<file path="src/rtl/obi_arb_pkg.sv">
// ============================================================================
//  Module   : obi_arb_pkg
//  Purpose  : Shared types for the two-master OBI memory port arbiter.
//  Revision : 1.0 - initial release
// ============================================================================
`default_nettype none

package obi_arb_pkg;

  typedef enum logic {
    MST_INSTR = 1'b0,
    MST_DATA  = 1'b1
  } master_id_e;

  typedef enum logic {
    ARB_IDLE     = 1'b0,
    ARB_WAIT_GNT = 1'b1
  } arb_state_e;

  function automatic master_id_e other_master(input master_id_e id);
    return (id == MST_INSTR) ? MST_DATA : MST_INSTR;
  endfunction

endpackage

`default_nettype wire

</file>
<file path="src/rtl/obi_arb_route_fifo.sv">
// ============================================================================
//  Module   : obi_arb_route_fifo
//  Purpose  : In-order FIFO of master IDs owning outstanding transactions.
//  Revision : 1.0 - initial release
// ============================================================================
`default_nettype none

module obi_arb_route_fifo
  import obi_arb_pkg::*;
#(
  parameter int DEPTH = 2,
  parameter int CNT_W = $clog2(DEPTH + 1)
) (
  input  logic             clk_i,
  input  logic             rst_i,
  input  logic             push_i,
  input  master_id_e       push_id_i,
  input  logic             pop_i,
  output master_id_e       head_id_o,
  output logic             full_o,
  output logic             empty_o,
  output logic [CNT_W-1:0] count_o
);

  localparam int PTR_W = (DEPTH > 1) ? $clog2(DEPTH) : 1;

  master_id_e       r_mem [DEPTH];
  logic [PTR_W-1:0] r_wr_ptr;
  logic [PTR_W-1:0] r_rd_ptr;
  logic [CNT_W-1:0] r_count;
  logic             w_push;
  logic             w_pop;

  function automatic logic [PTR_W-1:0] next_ptr(input logic [PTR_W-1:0] p);
    return (p == PTR_W'(DEPTH - 1)) ? '0 : p + 1'b1;
  endfunction

  assign full_o    = (r_count == CNT_W'(DEPTH));
  assign empty_o   = (r_count == '0);
  assign count_o   = r_count;
  assign head_id_o = r_mem[r_rd_ptr];
  assign w_push    = push_i && !full_o;
  assign w_pop     = pop_i && !empty_o;

  always_ff @(posedge clk_i) begin
    if (w_push) begin
      r_mem[r_wr_ptr] <= push_id_i;
    end
  end

  always_ff @(posedge clk_i) begin
    if (rst_i) begin
      r_wr_ptr <= '0;
      r_rd_ptr <= '0;
      r_count  <= '0;
    end else begin
      if (w_push) r_wr_ptr <= next_ptr(r_wr_ptr);
      if (w_pop)  r_rd_ptr <= next_ptr(r_rd_ptr);
      case ({w_push, w_pop})
        2'b10:   r_count <= r_count + 1'b1;
        2'b01:   r_count <= r_count - 1'b1;
        default: r_count <= r_count;
      endcase
    end
  end

endmodule

`default_nettype wire

</file>
<file path="src/rtl/obi_mem_port_arbiter.sv">
// ============================================================================
//  Module   : obi_mem_port_arbiter
//  Purpose  : Shares one OBI slave port between instr (M0) and data (M1)
//             masters; responses are routed back in order via a route FIFO.
//  Options  : OBI_ARB_ROUND_ROBIN_EN - round-robin on conflicts instead of
//             fixed M1-over-M0 priority.
//  Revision : 1.0 - initial release
// ============================================================================
`default_nettype none

module obi_mem_port_arbiter
  import obi_arb_pkg::*;
#(
  parameter int ADDR_WIDTH      = 32,
  parameter int DATA_WIDTH      = 32,
  parameter int MAX_OUTSTANDING = 2
) (
  input  logic                    clk_i,
  input  logic                    rst_i,
  input  logic                    m0_req_i,
  output logic                    m0_gnt_o,
  input  logic [ADDR_WIDTH-1:0]   m0_addr_i,
  output logic                    m0_rvalid_o,
  output logic [DATA_WIDTH-1:0]   m0_rdata_o,
  input  logic                    m1_req_i,
  output logic                    m1_gnt_o,
  input  logic [ADDR_WIDTH-1:0]   m1_addr_i,
  input  logic                    m1_we_i,
  input  logic [DATA_WIDTH/8-1:0] m1_be_i,
  input  logic [DATA_WIDTH-1:0]   m1_wdata_i,
  output logic                    m1_rvalid_o,
  output logic [DATA_WIDTH-1:0]   m1_rdata_o,
  output logic                    s_req_o,
  input  logic                    s_gnt_i,
  output logic [ADDR_WIDTH-1:0]   s_addr_o,
  output logic                    s_we_o,
  output logic [DATA_WIDTH/8-1:0] s_be_o,
  output logic [DATA_WIDTH-1:0]   s_wdata_o,
  input  logic                    s_rvalid_i,
  input  logic [DATA_WIDTH-1:0]   s_rdata_i,
  output logic                    err_o
);

  localparam int CNT_W = $clog2(MAX_OUTSTANDING + 1);

  arb_state_e       r_state;
  master_id_e       r_lock_id;
  logic             r_err;
  master_id_e       w_sel;
  master_id_e       w_head;
  logic [CNT_W-1:0] w_count;
  logic             w_full;
  logic             w_fifo_full;
  logic             w_empty;
  logic             w_req;
  logic             w_grant;
  logic             w_resp;
  logic             w_lock_drop;
  logic             w_stray;

`ifdef OBI_ARB_ROUND_ROBIN_EN
  master_id_e r_last_gnt;

  always_ff @(posedge clk_i) begin
    if (rst_i) begin
      r_last_gnt <= MST_INSTR;
    end else if (w_grant) begin
      r_last_gnt <= w_sel;
    end
  end
`endif

  always_comb begin
    w_sel = MST_DATA;
    if (r_state == ARB_WAIT_GNT) begin
      w_sel = r_lock_id;
    end else if (m0_req_i && !m1_req_i) begin
      w_sel = MST_INSTR;
    end else if (m0_req_i && m1_req_i) begin
`ifdef OBI_ARB_ROUND_ROBIN_EN
      w_sel = other_master(r_last_gnt);
`else
      w_sel = MST_DATA;
`endif
    end
  end

  // Full blocks new requests even when a response pops this cycle.
  assign w_full   = (w_count == CNT_W'(MAX_OUTSTANDING));
  assign w_req    = (m0_req_i || m1_req_i) && !w_full && !rst_i;
  assign w_grant  = w_req && s_gnt_i;
  assign w_resp   = s_rvalid_i && !w_empty && !rst_i;
  assign w_stray  = s_rvalid_i && w_empty;
  assign w_lock_drop = (r_state == ARB_WAIT_GNT) &&
                       !((r_lock_id == MST_INSTR) ? m0_req_i : m1_req_i);

  assign s_req_o   = w_req;
  assign s_addr_o  = (w_sel == MST_INSTR) ? m0_addr_i : m1_addr_i;
  assign s_we_o    = (w_sel == MST_DATA) && m1_we_i;
  assign s_be_o    = (w_sel == MST_INSTR) ? {(DATA_WIDTH/8){1'b1}} : m1_be_i;
  assign s_wdata_o = (w_sel == MST_INSTR) ? '0 : m1_wdata_i;

  assign m0_gnt_o    = w_grant && (w_sel == MST_INSTR);
  assign m1_gnt_o    = w_grant && (w_sel == MST_DATA);
  assign m0_rvalid_o = w_resp && (w_head == MST_INSTR);
  assign m1_rvalid_o = w_resp && (w_head == MST_DATA);
  assign m0_rdata_o  = s_rdata_i;
  assign m1_rdata_o  = s_rdata_i;
  assign err_o       = r_err;

  obi_arb_route_fifo #(
    .DEPTH (MAX_OUTSTANDING),
    .CNT_W (CNT_W)
  ) u_route_fifo (
    .clk_i     (clk_i),
    .rst_i     (rst_i),
    .push_i    (w_grant && !w_fifo_full),
    .push_id_i (w_sel),
    .pop_i     (s_rvalid_i),
    .head_id_o (w_head),
    .full_o    (w_fifo_full),
    .empty_o   (w_empty),
    .count_o   (w_count)
  );

  always_ff @(posedge clk_i) begin
    if (rst_i) begin
      r_state   <= ARB_IDLE;
      r_lock_id <= MST_INSTR;
      r_err     <= 1'b0;
    end else begin
      if (w_stray || w_lock_drop) r_err <= 1'b1;
      case (r_state)
        ARB_IDLE: begin
          if (w_req && !s_gnt_i) begin
            r_state   <= ARB_WAIT_GNT;
            r_lock_id <= w_sel;
          end
        end
        ARB_WAIT_GNT: begin
          if (w_lock_drop || w_grant) r_state <= ARB_IDLE;
        end
        default: r_state <= ARB_IDLE;
      endcase
    end
  end

endmodule

`default_nettype wire

</file>
<file path="config.mk">
export PLATFORM = sky130hd
export DESIGN_NAME = obi_mem_port_arbiter
export DESIGN_NICKNAME = d
export VERILOG_FILES = /design/src/rtl/obi_arb_pkg.sv /design/src/rtl/obi_arb_route_fifo.sv /design/src/rtl/obi_mem_port_arbiter.sv
export SDC_FILE = /design/constraint.sdc
export NUM_CORES = 1
export LEC_CHECK = 0
export BUFFER_PORTS_ARGS = -buffer_cell sky130_fd_sc_hd__buf_2
export CORE_AREA = 2 2 109 111
export DETAILED_ROUTE_END_ITERATION = 7
export DIE_AREA = 0 0 111 113
export GPL_ROUTABILITY_DRIVEN = 1
export SYNTH_ARGS = -nofsm -noshare
export SYNTH_HDL_FRONTEND = slang
export SYNTH_SLANG_ARGS = --single-unit
</file>
<file path="constraint.sdc">
create_clock -name clk_i -period 5.6 [get_ports clk_i]
set_input_delay 0.56 -clock clk_i [delete_from_list [all_inputs] [get_ports clk_i]]
set_output_delay 0.56 -clock clk_i [all_outputs]
set_load 0.02 [all_outputs]
</file>
## After elaboration in Yosys (flattened, before gate mapping)

Memory sizes are Yosys's and may differ from the RTL's. A register that Yosys moved wholly into a read port is not among the register bits.
Cells that the tools add are included.

| word-level totals | value |
|---|---|
| flip-flop bits (word level) | 7 |
| RAM bits | 2 |
| input port bits | 139 |
| output and inout bits | 139 |
| memories | 1 |

Memories:

| name | depth | width | rd ports | clocked after Yosys merged registers in | write ports | RTL line | text |
|---|---|---|---|---|---|---|---|
| u_route_fifo.r_mem | 2 | 1 | 1 | 1 | 1 | obi_arb_route_fifo.sv:27 | `master_id_e r_mem [DEPTH];` |

| operators by class | value |
|---|---|
| add/sub/neg operators | 4 |
| eq/ne operators | 3 |
| muxes and demuxes | 16 |
| bitwise operators | 3 |
| reductions and logical operators | 28 |

Operators by type and width:

| operator | count |
|---|---|
| $mux W32 | 2 |
| $logic_and A1 B1 Y1 | 16 |
| $mux W1 | 11 |
| $logic_not A1 Y1 | 6 |
| $eq A2 B2 Y1 const B | 2 |
| $mux W4 | 1 |
| $pmux W2 S2 | 1 |
| $logic_or A1 B1 Y1 | 3 |
| $not A1 Y1 | 3 |
| $add A1 B1 Y1 const B | 2 |
| $add A2 B1 Y2 const B | 1 |
| $eq A2 B1 Y1 const B | 1 |
| $logic_not A2 Y1 | 1 |
| $pmux W1 S2 | 1 |
| $reduce_and A2 Y1 | 1 |
| $reduce_bool A2 Y1 | 1 |
| $sub A2 B1 Y2 const B | 1 |

## Depth between registers and ports, before layout

Gate-level depths: netlist of the first run.

| depth | value |
|---|---|
| depth in word-level cells | 9 |
| depth in mapped cells | 7 |
| mapped depth without buffers | 6 |

## Cells and area by module

From an unflattened synthesis of the first run, not the netlist that was laid out.

| unflattened totals | value |
|---|---|
| cells, all modules | 196 |
| area, all modules | 1657.8 um2 |

By module, submodules not included:

| module | instances | cells each | area an instance (um2) | seq. area each (um2) |
|---|---|---|---|---|
| obi_mem_port_arbiter | 1 | 167 | 1362.6 | 60.1 |
| obi_arb_route_fifo | 1 | 29 | 295.3 | 160.2 |

## Worst setup path after synthesis of the first run

OpenSTA, ideal clock, no wires.

| path | value |
|---|---|
| path kind | input-to-output |
| start point | input m1_req_i |
| end point | output s_addr_o[10] |
| data arrival time | 1575 ps |
| data required time | 5040 ps |
| path slack | 3465 ps |
| cell stages on the path | 4 |
| cells stage by stage | nand2b_1 mux2i_4 buf_6 mux2_2 |

| on the way | value |
|---|---|
| longest elaborated chain between the ends | 5 |

Ends and longest elaborated chain:

| element | RTL line | text |
|---|---|---|
| start: declaration | obi_mem_port_arbiter.sv:25 | `input logic m1_req_i,` |
| $logic_not A1 Y1 | obi_mem_port_arbiter.sv:77 | `end else if (m0_req_i && !m1_req_i) begin` |
| $logic_and A1 B1 Y1 | obi_mem_port_arbiter.sv:77 |  |
| $mux W1 | obi_mem_port_arbiter.sv:77 |  |
| $mux W1 | obi_mem_port_arbiter.sv:75 | `if (r_state == ARB_WAIT_GNT) begin` |
| $mux W32 | obi_mem_port_arbiter.sv:98 | `assign s_addr_o = (w_sel == MST_INSTR) ? m0_addr_i : m1_addr_i;` |
| end: declaration | obi_mem_port_arbiter.sv:35 | `output logic [ADDR_WIDTH-1:0] s_addr_o,` |

Every way passes these cells.

## Worst setup path after layout of the first run

| path | value |
|---|---|
| start point | input m1_req_i |
| end point | output s_wdata_o[3] |

| on the way | value |
|---|---|
| longest elaborated chain between the ends | 5 |

Ends and longest elaborated chain:

| element | RTL line | text |
|---|---|---|
| $logic_not A1 Y1 | obi_mem_port_arbiter.sv:77 |  |
| $logic_and A1 B1 Y1 | obi_mem_port_arbiter.sv:77 |  |
| $mux W1 | obi_mem_port_arbiter.sv:77 |  |
| $mux W1 | obi_mem_port_arbiter.sv:75 |  |
| $mux W32 | obi_mem_port_arbiter.sv:101 | `assign s_wdata_o = (w_sel == MST_INSTR) ? '0 : m1_wdata_i;` |
| end: declaration | obi_mem_port_arbiter.sv:38 | `output logic [DATA_WIDTH-1:0] s_wdata_o,` |

Every way passes these cells.

==> impl_metrics.tcl, run 1 <==
set metrics [dict create \
    synthTopCellsByCount "buf_4 (65), and2_1 (33), mux2_2 (32)" \
    fin_tns_setup_ps 0 \
    route.detailed.drc 0 \
    routed_wl_um 6168 \
    drv_cap 0 \
    arrival_ps 2170 \
    yosys.area.top_type "buf_4" \
    synth_top_area_share_pct 29.86 \
    cp-start-kind "primary input" \
    tightest_slew_ps 462.7 \
    drt_iter0_drc 20 \
    antenna_found_initial 2 \
    synth_flop_cell "dfxtp_1" \
    netlist_top_cells_area "buf_4 (30%), mux2_2 (22%), and2_1 (13%), dfxtp_1 (9.8%), edfxtp_1 (3.7%)" \
    outcome "complete, no violations" \
    final_nets 448 \
    p_switching_mw 0.2369 \
    ys_ff_latch 10 \
    r2r-end "u_route_fifo.count_o[1]" \
    ios 278 \
    syn_area_per_cell_um2 8.423 \
    setup_viol 0 \
    hold_start "u_route_fifo.r_wr_ptr" \
    vdd_drop_max_uv 71.10 \
    grt_max_degree 41 \
    initial_utilization_pct 14.50 \
    cts.root.buffer_cell "clkbuf_16" \
    ctsResizeCount 0 \
    path_buf_inv 4 \
    cts_tree "done" \
    grt.total_usage_pct 8.856 \
    setup_slack_ps 2871 \
    hold_viol 0 \
    yosysSeqAreaShare_pct 13.48 \
    switching_share_pct 41.57 \
    clock_latency_ps 240 \
    rsz0062_at_grt "no" \
    placedCellCount 446 \
    hold_class "reg -> reg" \
    stdcell_area_um2 2255 \
    relSlewSlack_pct 68.83 \
    synth_edf_count 2 \
    synthCells 194 \
    fill_cells 1234 \
    cp-end-kind "primary output" \
    synth_area_um2 1634 \
    whs_path_depth 1 \
    syn_nets 334 \
    synthArstFlopShare_pct 0 \
    dr.pass1.iters 3 \
    whs_endpoint "u_route_fifo.r_wr_ptr" \
    rr_worst_depth 5 \
    fin_crit_sh_pct 48.72 \
    avgRoutedWirePerCell_um 13.71 \
    finalWeightedCongestion 0.7904 \
    path_max_fanout 40 \
    crit_family "buffers and inverters" \
    p_int_mw 0.3329 \
    ant_nets 0 \
    finalNonFillerCells 450 \
    place_ws_ps 2800 \
    rows 39 \
    dieArea_um2 12540 \
    path_depth 7 \
    yosysMostFrequentCell "buf_4" \
    io_buffers 181 \
    gr-total-overflow 0 \
    p_seq_share_pct 18.6 \
    p_per_area_nw_per_um2 252.7 \
    cts_sinks 10 \
    yosys.cell_types.count 30 \
    syn_to_final_growth_pct 37.98 \
    path_clk_slew_ps 40 \
    criticalPathCategory "in -> out" \
    grt_pass1_vias 1604 \
    pwr-share-clk_pct 22.7 \
    grt_pass1_wl_um 8687 \
    cpMaxStageDelayCell "buf_4" \
    reg2reg_slack_ps 3510 \
    slowest_delay_ps 420 \
    max_freq_mhz 366.5 \
    min_period_ps 2729 \
    hold_buffers 0 \
    cts_buffers 3 \
    skew_ps 4.152 \
    timing.rr.start "u_route_fifo.count_o[0]" \
    cts_setup_buffers 0 \
    p_comb_share_pct 58.7 \
    clockBufferDepth 2 \
    yosysWarnings 0 \
    drv_slew 0 \
    required_ps 5040 \
    via_count 1684 \
    dpl_cell_area_um2 2176 \
    leakagePower_nw 1.190 \
    hpwlAfterDp_um 5447 \
    drive_above_1_share_pct 71.66 \
    core_um2 11270 \
    ctsHtreeMaxLevel 1 \
    post_drt_via_cell_ratio 3.742 \
    path_common_cell "buf_2" \
    worstPathCellList "buf_2 > nand2b_1 > mux2i_4 > buf_4 > inv_2 > and2_1 > buf_2" \
    die_w_um 111 \
    diodes 0 \
    die_y_um 113 \
]
==> state kept, by name, indices dropped and copies added, names as in the netlist, named ones only <==
name,cells
r_state,1
u_route_fifo.r_mem,2
r_lock_id,1
u_route_fifo.count_o,2
u_route_fifo.r_wr_ptr,1
err_o,1
u_route_fifo.r_rd_ptr,1
==> kinds of logic after synthesis <==
group | synth area share (%)
mux | 25.27
buf+inv | 34.38
xor+xnor | 1.608
flops | 13.48
compound gates | 2.680
fa+ha+maj | 0.7656
simple gates | 21.82
==> power by group through the flow <==
stage                     clock [mW]  combinational [mW]  sequential (mW)
after detailed placement           0               0.338            0.107
after floorplan                    0               0.299            0.106
after global routing           0.135               0.361            0.109
final                          0.129               0.335            0.106
after CTS                      0.132               0.339            0.106
after global placement             0               0.332            0.106
==> worst max-delay path by stage <==
stage,from,endpoint,slack (ps)
CTS,m1_req_i,s_wdata_o[3],2800
finish,m1_req_i,s_wdata_o[3],2870
detailed placement,m1_req_i,s_wdata_o[3],2800
global route,m1_req_i,s_wdata_o[3],2680
floorplan,m1_req_i,s_addr_o[10],3470
global placement,m1_req_i,s_wdata_o[23],2930
==> cell usage in the layout (no fill, tap or decap) <==
cell       Yosys  routed
a2111oi_0      1       1
a21oi_1        2       2
a221oi_1       1       1
a31oi_1        1       1
and2_1        33      33
and3_1         1       1
buf_2          2     181
buf_4         65       1
clkbuf_1       2       1
clkbuf_16      0       3
dfxtp_1        8       8
edfxtp_1       2       2
ha_1           1       1
inv_1          2       2
inv_2          1       1
mux2_2        32      32
mux2i_1        3       3
mux2i_4        1       1
nand2b_1       7       7
nor2_1        10      10
nor2b_1        1       1
nor3_1         4       4
nor3b_1        1       1
nor4b_1        1       1
o21ai_0        2       2
or2_2          1       1
or3_1          1       1
or4_1          1       1
xnor2_1        1       1
xor2_1         2       2
==> worst reg2reg max path: stages (launching register included) <==
cell and delay [ps]:
dfxtp_1 420, nor2b_1 120, or4_1 570, ha_1 390, or3_1 350, a21oi_1 160
==> routing by layer <==
metal | part of all wire [%] | vias up | global-route usage [%]
li1 | - | 796 | -
met1 | 32 | 710 | 8.426
met2 | 53 | 157 | 17.22
met3 | 12 | 17 | 4.124
met4 | 1.5 | 4 | 2.167
met5 | 0.49 | - | 0
==> final cells by class <==
class / count / area [µm²] / area share [%]
multi-input combinational: 108 / 852.1 / 37.79
tap: 143 / 178.9 / 7.936
inverter: 3 / 11.26 / 0.4994
clock buffer: 4 / 78.83 / 3.496
timing repair buffer: 182 / 913.4 / 40.51
sequential: 10 / 220.2 / 9.767
==> stage by stage <==
| stage | power [mW] | utilization (%) | hold slack [ps] |
|---|---|---|---|
| 6_report | 0.5698 | 20.00 | 484.8 |
| 5_1_grt | 0.6057 | 20.00 | 509.9 |
| 4_1_cts | 0.5771 | 20.00 | 492.2 |
| 3_5_place_dp | 0.4451 | 19.30 | 484.8 |
| 3_3_place_gp | 0.4382 | 19.30 | 464.5 |
| 2_1_floorplan | 0.4051 | - | 446.1 |
No activity file was read; power rests on OpenSTA's default activity.
==> run 2: changes to the inputs <==
--- a/config.mk
+++ b/config.mk
@@ -5,6 +5,7 @@
 export SDC_FILE = /design/constraint.sdc
 export NUM_CORES = 1
 export LEC_CHECK = 0
+export ABC_AREA = 1
 export BUFFER_PORTS_ARGS = -buffer_cell sky130_fd_sc_hd__buf_2
 export CORE_AREA = 2 2 109 111
 export DETAILED_ROUTE_END_ITERATION = 7
==> constraint.sdc (replaced) <==
create_clock -name clk_i -period 2.2 [get_ports clk_i]
set_input_delay 0.22 -clock clk_i [delete_from_list [all_inputs] [get_ports clk_i]]
set_output_delay 0.22 -clock clk_i [all_outputs]
set_load 0.02 [all_outputs]
==> run 2 against run 1 <==
Sequential cell count unchanged. Critical path type is now reg -> out. Clock power grew to 2.8 times the previous value. Global-route usage shrank 1.7 points.
==> impl_metrics.tcl, run 2 <==
set metrics [dict create \
    outcome "complete, no violations" \
    synthCells 311 \
    rsz0062_at_grt "no" \
    drt_iter0_drc 53 \
    finalWeightedCongestion 0.7446 \
    yosysWarnings 0 \
    fin_crit_sh_pct 86.85 \
    reg2reg_slack_ps 520 \
    grt_max_degree 71 \
    io_buffers 181 \
    netlist_top_cells_area "buf_4 (30%), nand2_1 (25%), nor2_1 (11%), inv_1 (9.5%), dfxtp_1 (9.5%)" \
    grt_pass1_vias 1701 \
    cp-end-kind "primary output" \
    path_clk_slew_ps 40 \
    vdd_drop_max_uv 238.1 \
    ctsHtreeMaxLevel 1 \
    yosys.area.top_type "buf_4" \
    placedCellCount 562 \
    final_nets 564 \
    route.detailed.drc 0 \
    ant_nets 0 \
    drv_cap 0 \
    p_per_area_nw_per_um2 516.3 \
    cts_buffers 3 \
    grt_pass1_wl_um 7638 \
    cts_setup_buffers 0 \
    ios 278 \
    dpl_cell_area_um2 2220 \
    cts_tree "done" \
    relSlewSlack_pct 58.49 \
    clockBufferDepth 2 \
    ctsResizeCount 0 \
    worstPathCellList "inv_1 > o21ai_2 > nand2_4 > inv_4 > nand2_1 > nand2_1 > buf_2" \
    grt.total_usage_pct 7.157 \
    synthArstFlopShare_pct 0 \
    gr-total-overflow 0 \
    finalNonFillerCells 566 \
    most-common-layout-cells "buf_2 (181), nand2_1 (111), nor2_1 (50)" \
    tightest_slew_ps 622.6 \
    max_freq_mhz 523.4 \
    rows 39 \
    post_drt_via_cell_ratio 3.673 \
    avgRoutedWirePerCell_um 9.189 \
    setup_slack_ps 289.4 \
    synth_area_um2 1690 \
    criticalPathCategory "reg -> out" \
    power_mw 1.192 \
    hold_class "in -> reg" \
    synth_flop_cell "dfxtp_1" \
    die_w_um 111 \
    yosysMostFrequentCell "nand2_1" \
    fill_cells 1304 \
    setup_viol 0 \
    path_common_cell "nand2_1" \
    yosys.cell_types.count 17 \
    slowest_delay_ps 450 \
    arrival_ps 1690 \
    syn_nets 451 \
    dieArea_um2 12540 \
    initial_utilization_pct 15.00 \
    syn_to_final_growth_pct 36.57 \
    fin_util_pct 20.48 \
    path_max_fanout 70 \
    leakagePower_nw 1.546 \
    synth_top_area_share_pct 29.76 \
    synthTopCellsByCount "nand2_1 (111), buf_4 (67), nor2_1 (50)" \
    cpMaxStageDelayCell "inv_4" \
    required_ps 1980 \
    stdcell_area_um2 2308 \
    mostFrequentLayoutCell "buf_2" \
    place_ws_ps 521.9 \
    drv_slew 0 \
    synth_edf_count 2 \
    syn_area_per_cell_um2 5.435 \
    hold_viol 0 \
    fin_tns_setup_ps 0 \
    diodes 0 \
    path_buf_inv 3 \
    hold_buffers 0 \
    core_um2 11270 \
    die_y_um 113 \
    drive_above_1_share_pct 44.68 \
    routed_wl_um 5201 \
    min_period_ps 1911 \
    crit_family "buffers and inverters" \
    hold_ws_ps 199.0 \
    cts_sinks 10 \
    via_count 2079 \
    clock_latency_ps 240 \
    cp-start-kind "flip-flop" \
    yosysSeqAreaShare_pct 13.03 \
    skew_ps 2.755 \
    dr.pass1.iters 5 \
    antenna_found_initial 0 \
    ys_ff_latch 10 \
    cts.root.buffer_cell "clkbuf_16" \
    hpwlAfterDp_um 4318 \
]
-- run 2: worst paths after layout --
path	startpoint	cells after the start	to
min reg2reg	u_route_fifo.r_rd_ptr	1	u_route_fifo.r_rd_ptr
max	r_state	7	s_addr_o[7]
min	rst_i	2	u_route_fifo.r_wr_ptr
max reg2reg	u_route_fifo.count_o[0]	8	u_route_fifo.count_o[1]
-- run 2: cell families after synthesis --
kind of cell | share of synthesized area (%)
AND/OR/NAND/NOR | 39.53
AO/OA/AOI/OAI | 3.479
buffers and inverters | 43.23
flip-flops | 13.03
adder cells (fa/ha/maj) | 0.7401
-- run 2: layer usage --
layer / vias to the layer above / global-route usage [%] / share of wire [%]
met3: 41 / 2.571 / 14
met4: 0 / 4.667 / 5.8
met1: 825 / 7.637 / 35
li1: 1061 / - / -
met5: - / 0 / 0
met2: 152 / 12.02 / 45
-- run 2: layout make-up --
type                            instances  area (µm²)  area share (%)
Multi-Input combinational cell        183       739.5           32.03
Inverter                               44       167.7           7.263
Timing Repair Buffer                  182       913.4           39.57
Tap cell                              143       178.9           7.751
Sequential cell                        10       220.2           9.539
Clock buffer                            4       88.84           3.848
-- run 2: power by group --
| part | total [mW] | internal (mW) | switching (mW) |
|---|---|---|---|
| Combinational | 0.605 | 0.224 | 0.381 |
| Sequential | 0.220 | 0.208 | 0.0128 |
| Clock | 0.366 | 0.274 | 0.0920 |
| Total | 1.19 | 0.706 | 0.486 |
==> run 3: changes to the inputs <==
--- a/config.mk
+++ b/config.mk
@@ -7,7 +7,7 @@
 export LEC_CHECK = 0
 export ABC_AREA = 1
 export BUFFER_PORTS_ARGS = -buffer_cell sky130_fd_sc_hd__buf_2
-export CORE_AREA = 2 2 109 111
+export CORE_AREA = 5 5 106 108
 export DETAILED_ROUTE_END_ITERATION = 7
 export DIE_AREA = 0 0 111 113
 export GPL_ROUTABILITY_DRIVEN = 1
==> run 3 against run 2 <==
Power fell by 13%. Core utilization rose by 2.0 points. Cell area fell by 1.4%. Largest cell class unchanged. Highest routed layer unchanged. Clock skew rose by 2.8 ps.
==> impl_metrics.tcl, run 3 (synthesized netlist as in run 2, its figures left out) <==
set metrics [dict create \
    post_drt_via_cell_ratio 3.604 \
    io_buffers 181 \
    setup_viol 0 \
    power_mw 1.037 \
    wl_met2_um 2695 \
    antenna_found_initial 0 \
    syn_to_final_growth_pct 34.64 \
    tightest_slew_ps 354.2 \
    clockBufferDepth 2 \
    final_nets 565 \
    cp-start-kind "flip-flop" \
    p_per_area_nw_per_um2 455.4 \
    die_w_um 111 \
    outcome "complete, no violations" \
    criticalPathCategory "reg -> out" \
    drt_iter0_drc 45 \
    fill_cells 1207 \
    grt_pass1_vias 1911 \
    crit_start "r_state" \
    dr.pass1.iters 4 \
    top_layer "met4" \
    arrival_ps 1620 \
    hold_ws_ps 205.9 \
    hpwlAfterDp_um 4929 \
    hold_buffers 0 \
    dpl_cell_area_um2 2231 \
    die_y_um 113 \
    ios 278 \
    cts_setup_buffers 0 \
    rsz0062_at_grt "no" \
    clock_latency_ps 230 \
    rows 37 \
    stdcell_area_um2 2276 \
    ctsResizeCount 0 \
    place_ws_ps 555.0 \
    avgRoutedWirePerCell_um 10.21 \
    ctsHtreeMaxLevel 1 \
    ant_nets 0 \
    drive_above_1_share_pct 44.58 \
    cts_tree "done" \
    path_clk_slew_ps 50 \
    finalWeightedCongestion 0.7581 \
    drv_cap 0 \
    cts_buffers 3 \
    grt_max_degree 37 \
    mostFrequentLayoutCell "buf_2" \
    leakagePower_nw 1.533 \
    hold_viol 0 \
    grt.total_usage_pct 7.904 \
    initial_utilization_pct 16.67 \
    routed_wl_um 5717 \
    setup_slack_ps 360.9 \
    hold_class "in -> reg" \
    timing.rr.start "u_route_fifo.count_o[0]" \
    dieArea_um2 12540 \
    route.detailed.drc 0 \
    min_period_ps 1839 \
    cts_sinks 10 \
    fin_crit_sh_pct 83.59 \
    wl_met3_um 686 \
    hold_start "rst_i" \
    drv_slew 0 \
    most-common-layout-cells "buf_2 (181), nand2_1 (111), nor2_1 (50)" \
    fin_tns_setup_ps 0 \
    gr-total-overflow 0 \
    via_count 2018 \
    core_um2 10140 \
    skew_ps 5.512 \
    required_ps 1980 \
    diodes 0 \
    relSlewSlack_pct 76.39 \
    cts.root.buffer_cell "clkbuf_8" \
    max_freq_mhz 543.8 \
    grt_pass1_wl_um 8383 \
    path_max_fanout 36 \
    vdd_drop_max_uv 155.9 \
    m1WireLength_um 2079 \
    cp-end-kind "primary output" \
]
run 3: layout make-up:
class                      instances  area [µm²]  share of cell area (%)
tap                              136       170.2                   7.477
clock buffer                       4       45.04                   1.979
timing repair buffer             183       933.4                   41.01
inverter                          44       167.7                   7.367
multi-input combinational        183       739.5                   32.49
sequential                        10       220.2                   9.676
run 3: through the flow:
step	utilization (%)	cells
3_5_place_dp	22.00	556
2_1_floorplan	-	311
3_3_place_gp	22.00	556
4_1_cts	22.45	560
6_report	22.45	560
5_1_grt	22.45	560
run 3: path summary, 6_finish.rpt:
check,endpoint,slack [ps],cells after the start
worst max-delay path,s_addr_o[4],360,8
worst min-delay path,u_route_fifo.r_wr_ptr,210,2
worst max register to register,u_route_fifo.count_o[1],560,8
worst min register to register,u_route_fifo.r_rd_ptr,460,1
run 3: metal layers:
metal / global-route usage, % / vias up
li1: - / 1061
met1: 8.116 / 798
met2: 14.64 / 129
met3: 2.086 / 30
met4: 4.269 / 0
met5: 0 / -
run 3: critical path, stage by stage, from the launching register on:
cell and delay (ps):
dfxtp_1 370, inv_1 80, o21ai_2 80, nand2_4 70, inv_4 260, buf_12 240
nand2_1 70, nand2_1 50, buf_2 150
run 3: power by group:
group | leakage (nW) | internal (mW) | total, mW | switching, mW
clock network | 0.0228 | 0.127 | 0.198 | 0.0708
logic | 1.43 | 0.230 | 0.618 | 0.388
registers | 0.0836 | 0.207 | 0.221 | 0.0136
total | 1.53 | 0.564 | 1.04 | 0.472
